File: src/rtl/pll_reset_seq_pkg.sv
// Shared types and default timing constants for the PLL bring-up / reset release sequencer.
package pll_reset_seq_pkg;

   typedef enum logic [2:0] {
      ST_PLLRST  = 3'd0,
      ST_WAIT    = 3'd1,
      ST_STABLE  = 3'd2,
      ST_REL_SYS = 3'd3,
      ST_REL_DDR = 3'd4,
      ST_REL_VID = 3'd5,
      ST_RUN     = 3'd6
   } state_e;

   localparam int DEF_AREST_CYC   = 16;
   localparam int DEF_STABLE_CYC  = 1024;
   localparam int DEF_TIMEOUT_CYC = 65536;
   localparam int DEF_GAP_CYC     = 64;

   // Width of a down-counter that must hold (largest period - 1).
   function automatic int cnt_width(input int a, input int b, input int c, input int d);
      int m;
      m = a;
      if (b > m) m = b;
      if (c > m) m = c;
      if (d > m) m = d;
      return ($clog2(m) < 1) ? 1 : $clog2(m);
   endfunction

endpackage

File: src/rtl/sync_2ff.sv
// Two-flop synchroniser for a single asynchronous level input.
module sync_2ff
   import pll_reset_seq_pkg::*;
(
   input  logic clk,
   input  logic rst_n,
   input  logic d,
   output logic q
);

   logic meta_q, meta_d;
   logic sync_q, sync_d;

   always_comb begin
      meta_d = d;
      sync_d = meta_q;
   end

   always_ff @(posedge clk) begin
      if (!rst_n) begin
         meta_q <= 1'b0;
         sync_q <= 1'b0;
      end else begin
         meta_q <= meta_d;
         sync_q <= sync_d;
      end
   end

   assign q = sync_q;

endmodule

File: src/rtl/pll_reset_seq.sv
// PLL reset / lock qualification sequencer; releases sys, ddr and vid resets in order
// once lock has been stable, and restarts the whole sequence on any lock loss.
module pll_reset_seq
   import pll_reset_seq_pkg::*;
#(
   parameter int AREST_CYC   = DEF_AREST_CYC,
   parameter int STABLE_CYC  = DEF_STABLE_CYC,
   parameter int TIMEOUT_CYC = DEF_TIMEOUT_CYC,
   parameter int GAP_CYC     = DEF_GAP_CYC
) (
   input  logic       clk,
   input  logic       rst_n,
   input  logic       pll_locked,
   output logic       pll_areset,
   output logic       sys_rst_n,
   output logic       ddr_rst_n,
   output logic       vid_rst_n,
   output logic       ready,
   output logic [7:0] retry_cnt,
   output logic [7:0] loss_cnt
);

   localparam int CNT_W = cnt_width(AREST_CYC, STABLE_CYC, TIMEOUT_CYC, GAP_CYC);

   localparam logic [CNT_W-1:0] AREST_LD   = CNT_W'(AREST_CYC - 1);
   localparam logic [CNT_W-1:0] STABLE_LD  = CNT_W'(STABLE_CYC - 1);
   localparam logic [CNT_W-1:0] TIMEOUT_LD = CNT_W'(TIMEOUT_CYC - 1);
   localparam logic [CNT_W-1:0] GAP_LD     = CNT_W'(GAP_CYC - 1);

   logic lk;

   sync_2ff u_sync (
      .clk   (clk),
      .rst_n (rst_n),
      .d     (pll_locked),
      .q     (lk)
   );

   state_e           state_q, state_d;
   logic [CNT_W-1:0] cnt_q, cnt_d;
   logic [7:0]       retry_q, retry_d;
   logic [7:0]       loss_q, loss_d;
   logic             pll_areset_q, pll_areset_d;
   logic             sys_rst_n_q, sys_rst_n_d;
   logic             ddr_rst_n_q, ddr_rst_n_d;
   logic             vid_rst_n_q, vid_rst_n_d;
   logic             ready_q, ready_d;
   logic             cnt_zero;

   function automatic logic [CNT_W-1:0] entry_cnt(input state_e s);
      case (s)
         ST_PLLRST:                          return AREST_LD;
         ST_WAIT:                            return TIMEOUT_LD;
         ST_STABLE:                          return STABLE_LD;
         ST_REL_SYS, ST_REL_DDR, ST_REL_VID: return GAP_LD;
         default:                            return '0;
      endcase
   endfunction

   assign cnt_zero = (cnt_q == '0);

   always_comb begin
      state_d = state_q;
      retry_d = retry_q;
      loss_d  = loss_q;

      // Lock always beats the timeout; lock loss beats the gap counter.
      case (state_q)
         ST_PLLRST: if (cnt_zero) state_d = ST_WAIT;
         ST_WAIT: begin
            if (lk) state_d = ST_STABLE;
            else if (cnt_zero) begin
               state_d = ST_PLLRST;
               if (retry_q != 8'hFF) retry_d = retry_q + 8'd1;
            end
         end
         ST_STABLE: begin
            if (!lk) state_d = ST_WAIT;
            else if (cnt_zero) state_d = ST_REL_SYS;
         end
         ST_REL_SYS, ST_REL_DDR, ST_REL_VID, ST_RUN: begin
            if (!lk) begin
               state_d = ST_PLLRST;
               if (loss_q != 8'hFF) loss_d = loss_q + 8'd1;
            end else if (cnt_zero) begin
               case (state_q)
                  ST_REL_SYS: state_d = ST_REL_DDR;
                  ST_REL_DDR: state_d = ST_REL_VID;
                  ST_REL_VID: state_d = ST_RUN;
                  default:    state_d = ST_RUN;
               endcase
            end
         end
         default: state_d = ST_PLLRST;
      endcase

      if (state_d != state_q) cnt_d = entry_cnt(state_d);
      else if (!cnt_zero)     cnt_d = cnt_q - CNT_W'(1);
      else                    cnt_d = cnt_q;

      pll_areset_d = (state_d == ST_PLLRST);
      sys_rst_n_d  = (state_d inside {ST_REL_SYS, ST_REL_DDR, ST_REL_VID, ST_RUN});
      ddr_rst_n_d  = (state_d inside {ST_REL_DDR, ST_REL_VID, ST_RUN});
      vid_rst_n_d  = (state_d inside {ST_REL_VID, ST_RUN});
      ready_d      = (state_d == ST_RUN);
   end

   always_ff @(posedge clk) begin
      if (!rst_n) begin
         state_q      <= ST_PLLRST;
         cnt_q        <= AREST_LD;
         retry_q      <= 8'd0;
         loss_q       <= 8'd0;
         pll_areset_q <= 1'b1;
         sys_rst_n_q  <= 1'b0;
         ddr_rst_n_q  <= 1'b0;
         vid_rst_n_q  <= 1'b0;
         ready_q      <= 1'b0;
      end else begin
         state_q      <= state_d;
         cnt_q        <= cnt_d;
         retry_q      <= retry_d;
         loss_q       <= loss_d;
         pll_areset_q <= pll_areset_d;
         sys_rst_n_q  <= sys_rst_n_d;
         ddr_rst_n_q  <= ddr_rst_n_d;
         vid_rst_n_q  <= vid_rst_n_d;
         ready_q      <= ready_d;
      end
   end

   assign pll_areset = pll_areset_q;
   assign sys_rst_n  = sys_rst_n_q;
   assign ddr_rst_n  = ddr_rst_n_q;
   assign vid_rst_n  = vid_rst_n_q;
   assign ready      = ready_q;
   assign retry_cnt  = retry_q;
   assign loss_cnt   = loss_q;

endmodule

File: config.mk
export PLATFORM = sky130hd
export DESIGN_NAME = pll_reset_seq
export DESIGN_NICKNAME = d
export VERILOG_FILES = /design/src/rtl/pll_reset_seq_pkg.sv /design/src/rtl/sync_2ff.sv /design/src/rtl/pll_reset_seq.sv
export SDC_FILE = /design/constraint.sdc
export NUM_CORES = 1
export LEC_CHECK = 0
export CORE_MARGIN = 2
export CORE_UTILIZATION = 50
export DETAILED_ROUTE_END_ITERATION = 8
export DONT_BUFFER_PORTS = 1
export HOLD_SLACK_MARGIN = 0.06
export PLACE_DENSITY = 0.71
export SLEW_MARGIN = 15
export SYNTH_ARGS = -nofsm -noshare
export SYNTH_HDL_FRONTEND = slang
export SYNTH_SLANG_ARGS = --single-unit
File: constraint.sdc
create_clock -name clk -period 4.4 [get_ports clk]
set_input_delay 1.1 -clock clk [delete_from_list [all_inputs] [get_ports clk]]
set_output_delay 1.1 -clock clk [all_outputs]
set_load 0.01 [all_outputs]
==> results.yml <==
clock_network:
  postCtsHoldBufs: 0
  cts_buffers: 5
  clk_pin_slew_ns: 0.08
  cts_resized: 0
  cts_tree: "built"
  clock-sinks: 42
  clock_latency_ns: 0.30
  clockBufferDepth: 2
  cts_setup_buffers: 0
  root_buffer: "clkbuf_8"
  h-tree-depth: 2
grt:
  grt_pass1_vias: 1540
  grt_use_total_pct: 18.97
  gr-usage-met3_pct: 6.638
  overflow: 0
  met1_usage_pct: 26.73
  grt_max_degree: 20
  grt_pass1_wl_um: 7438
  antenna_found_initial: 0
  top_usage_layer: "met2"
  met2_usage_pct: 27.15
timing:
  hold_viol: 0
  worstMarginPinSlew_ns: 0.7765
  fin_crit_sh_pct: 52.47
  setup_tns_ns: 0
  slew_violations: 0
  finalSetupViolations: 0
  fin_crit_ns: 2.309
  max_slew_margin_pct: 48.00
  rsz0062_at_grt: "no"
  skew_ns: 0.01005
  fmax_ghz: 0.4332
placed_design:
  portBuffers: 0
  gp_routability_congestion: 0.8328
  dpl.hpwl_um: 3023
  numPlacedInstances: 292
setup_path:
  critPathArrivalTime_ns: 2.50
  critPathMaxStageDelay_ns: 0.64
  crit_buf_inv: 1
  cp_max_fo: 18
  start_kind: "flip-flop"
  slowest_stage: "or3b_1"
  path_class: "flip-flop to flip-flop"
  end_kind: "flip-flop"
  cp_top_family: "simple AND/OR/NAND/NOR gates"
  required_ns: 4.59
  crit_chain: "inv_1 -> ha_1 -> or3b_1 -> nand3b_1 -> nor4_1 -> mux2i_1 -> a21oi_1"
final_layout:
  final_cell_count_no_fill: 300
  n_antenna_cell: 0
  final_util_pct: 53.38
  area_growth_pct: 4.328
  drive_gt1_share_pct: 8.468
  nets: 253
power:
  leakagePower_nw: 0.8019
  vdd_drop_max_mv: 0.2453
  power_density_nw_per_um2: 287.6
  finalPower_uw: 659.2
detailed_routing:
  vias_per_cell: 5.710
  drc: 0
  dr_total_vias: 1713
  postRouteWirelength_um: 4362
  routedWlPerCell_um: 14.54
  drtIter0Drc: 112
  ant_nets: 0
  first_pass_iters: 4
yosys:
  synth_cells: 255
  yosysSeqAreaShare_pct: 38.27
  synth_area_per_cell_um2: 8.616
  ys_warn_count: 0
  syn_nets: 261
  async_reset_ff_share_pct: 0
  synth_edf_count: 0
  synth_cell_types: 52
  synth_ff_type: "dfxtp_1"
  syn_area_um2: 2197
  synth_seq_cells: 42
floorplanning:
  rows: 24
  initial_core_util_pct: 51.17
  core_um2: 4294
  fp.dieH_um: 70.29
  dieArea_um2: 4941
  ios: 24
  die_w_um: 70.29
outcome:
  status: "finished clean"
hold_path:
  hold_path.class: "flip-flop to flip-flop"
run:
  drv_cap: 0
-- cell families after synthesis --
family	after synthesis	share of synthesized area, %
XOR/XNOR	25	9.966
buffers and inverters	20	3.815
AO/OA/AOI/OAI	44	12.70
AND/OR/NAND/NOR	118	32.18
flip-flops	42	38.27
adder cells (fa/ha/maj)	3	1.709
multiplexers	3	1.367
-- routing by layer --
metal | routed length (um) | vias to the layer above
met1 | 2167 | 784
met5 | 0 | -
met2 | 1908 | 34
li1 | - | 888
met3 | 234 | 7
met4 | 51 | 0
-- area by class of cell --
| type | count | area (um^2) |
|---|---|---|
| Sequential cell | 42 | 840.8 |
| Inverter | 5 | 18.77 |
| Fill cell | 419 | 2002 |
| Clock buffer | 6 | 82.58 |
| Tap cell | 52 | 65.06 |
| Multi-Input combinational cell | 193 | 1272 |
| Clock inverter | 2 | 12.51 |
-- worst register-to-register path: stages, from the launching register on --
cell and delay [ns]:
dfxtp_1 0.35, inv_1 0.09, ha_1 0.17, or3b_1 0.64, nand3b_1 0.37, nor4_1 0.31
mux2i_1 0.22, a21oi_1 0.08
-- final timing paths --
| check | start | endpoint | slack, ns | cells after the start |
|---|---|---|---|---|
| setup / recovery | cnt_q[0] | state_q[1] | 2.09 | 7 |
| hold / removal | u_sync.meta_q | u_sync.q | 0.44 | 1 |
| setup reg to reg | cnt_q[0] | state_q[1] | 2.09 | 7 |
| hold reg to reg | u_sync.meta_q | u_sync.q | 0.44 | 1 |
-- registers in the layout, summed over array words and instances (netlist names) --
| signal | flops |
|---|---|
| pll_areset | 1 |
| u_sync.q | 1 |
| cnt_q | 16 |
| retry_cnt | 8 |
| vid_rst_n | 1 |
| state_q | 3 |
| sys_rst_n | 1 |
| ready | 1 |
| u_sync.meta_q | 1 |
| loss_cnt | 8 |
| ddr_rst_n | 1 |
-- cells in the mapped netlist, types with 4 or more instances --
library cell  instances  area, um^2
nor4_2                4       50.05
nand2_1              16       60.06
and2_1                8       50.05
nand3_1              15       75.07
a21oi_1              11       55.05
nand4_1               5       31.28
dfxtp_1              42       840.8
nor4_1                4       25.02
o21ai_0              10       50.05
inv_1                 5       18.77
clkbuf_1             11       41.29
nor2b_1               4       25.02
nor2_1               25       93.84
nor3_1               10       50.05
xor2_1                7       61.31
xnor2_1              18       157.7
-- power breakdown --
part           switching [mW]  leakage, nW  internal [mW]
registers             0.00462        0.339          0.383
logic                 0.00778        0.415        0.00548
clock network           0.132       0.0472          0.126
-- layout by cell type, fill, tap and decap left out, drive strengths merged, types with 4 or more instances in the layout --
| cell type | count |
|---|---|
| nand3 | 15 |
| clkbuf | 6 |
| nor2 | 25 |
| a21oi | 11 |
| o21ai | 13 |
| dfxtp | 42 |
| nor3 | 11 |
| nand2 | 16 |
| inv | 5 |
| xnor2 | 18 |
| nand4 | 5 |
| nor2b | 4 |
| nor4 | 10 |
| and2 | 8 |
| xor2 | 7 |
-- through the flow --
stage	instance area [um^2]	hold WS, ns	setup WS [ns]
finish	2292	0.4360	2.092
global route	2292	0.4764	1.834
CTS	2292	0.4387	2.087
detailed placement	2197	0.4193	2.092
global placement	2197	0.4155	2.157
floorplan	2197	0.4119	2.411
No activity file was read; power rests on OpenSTA's default activity.
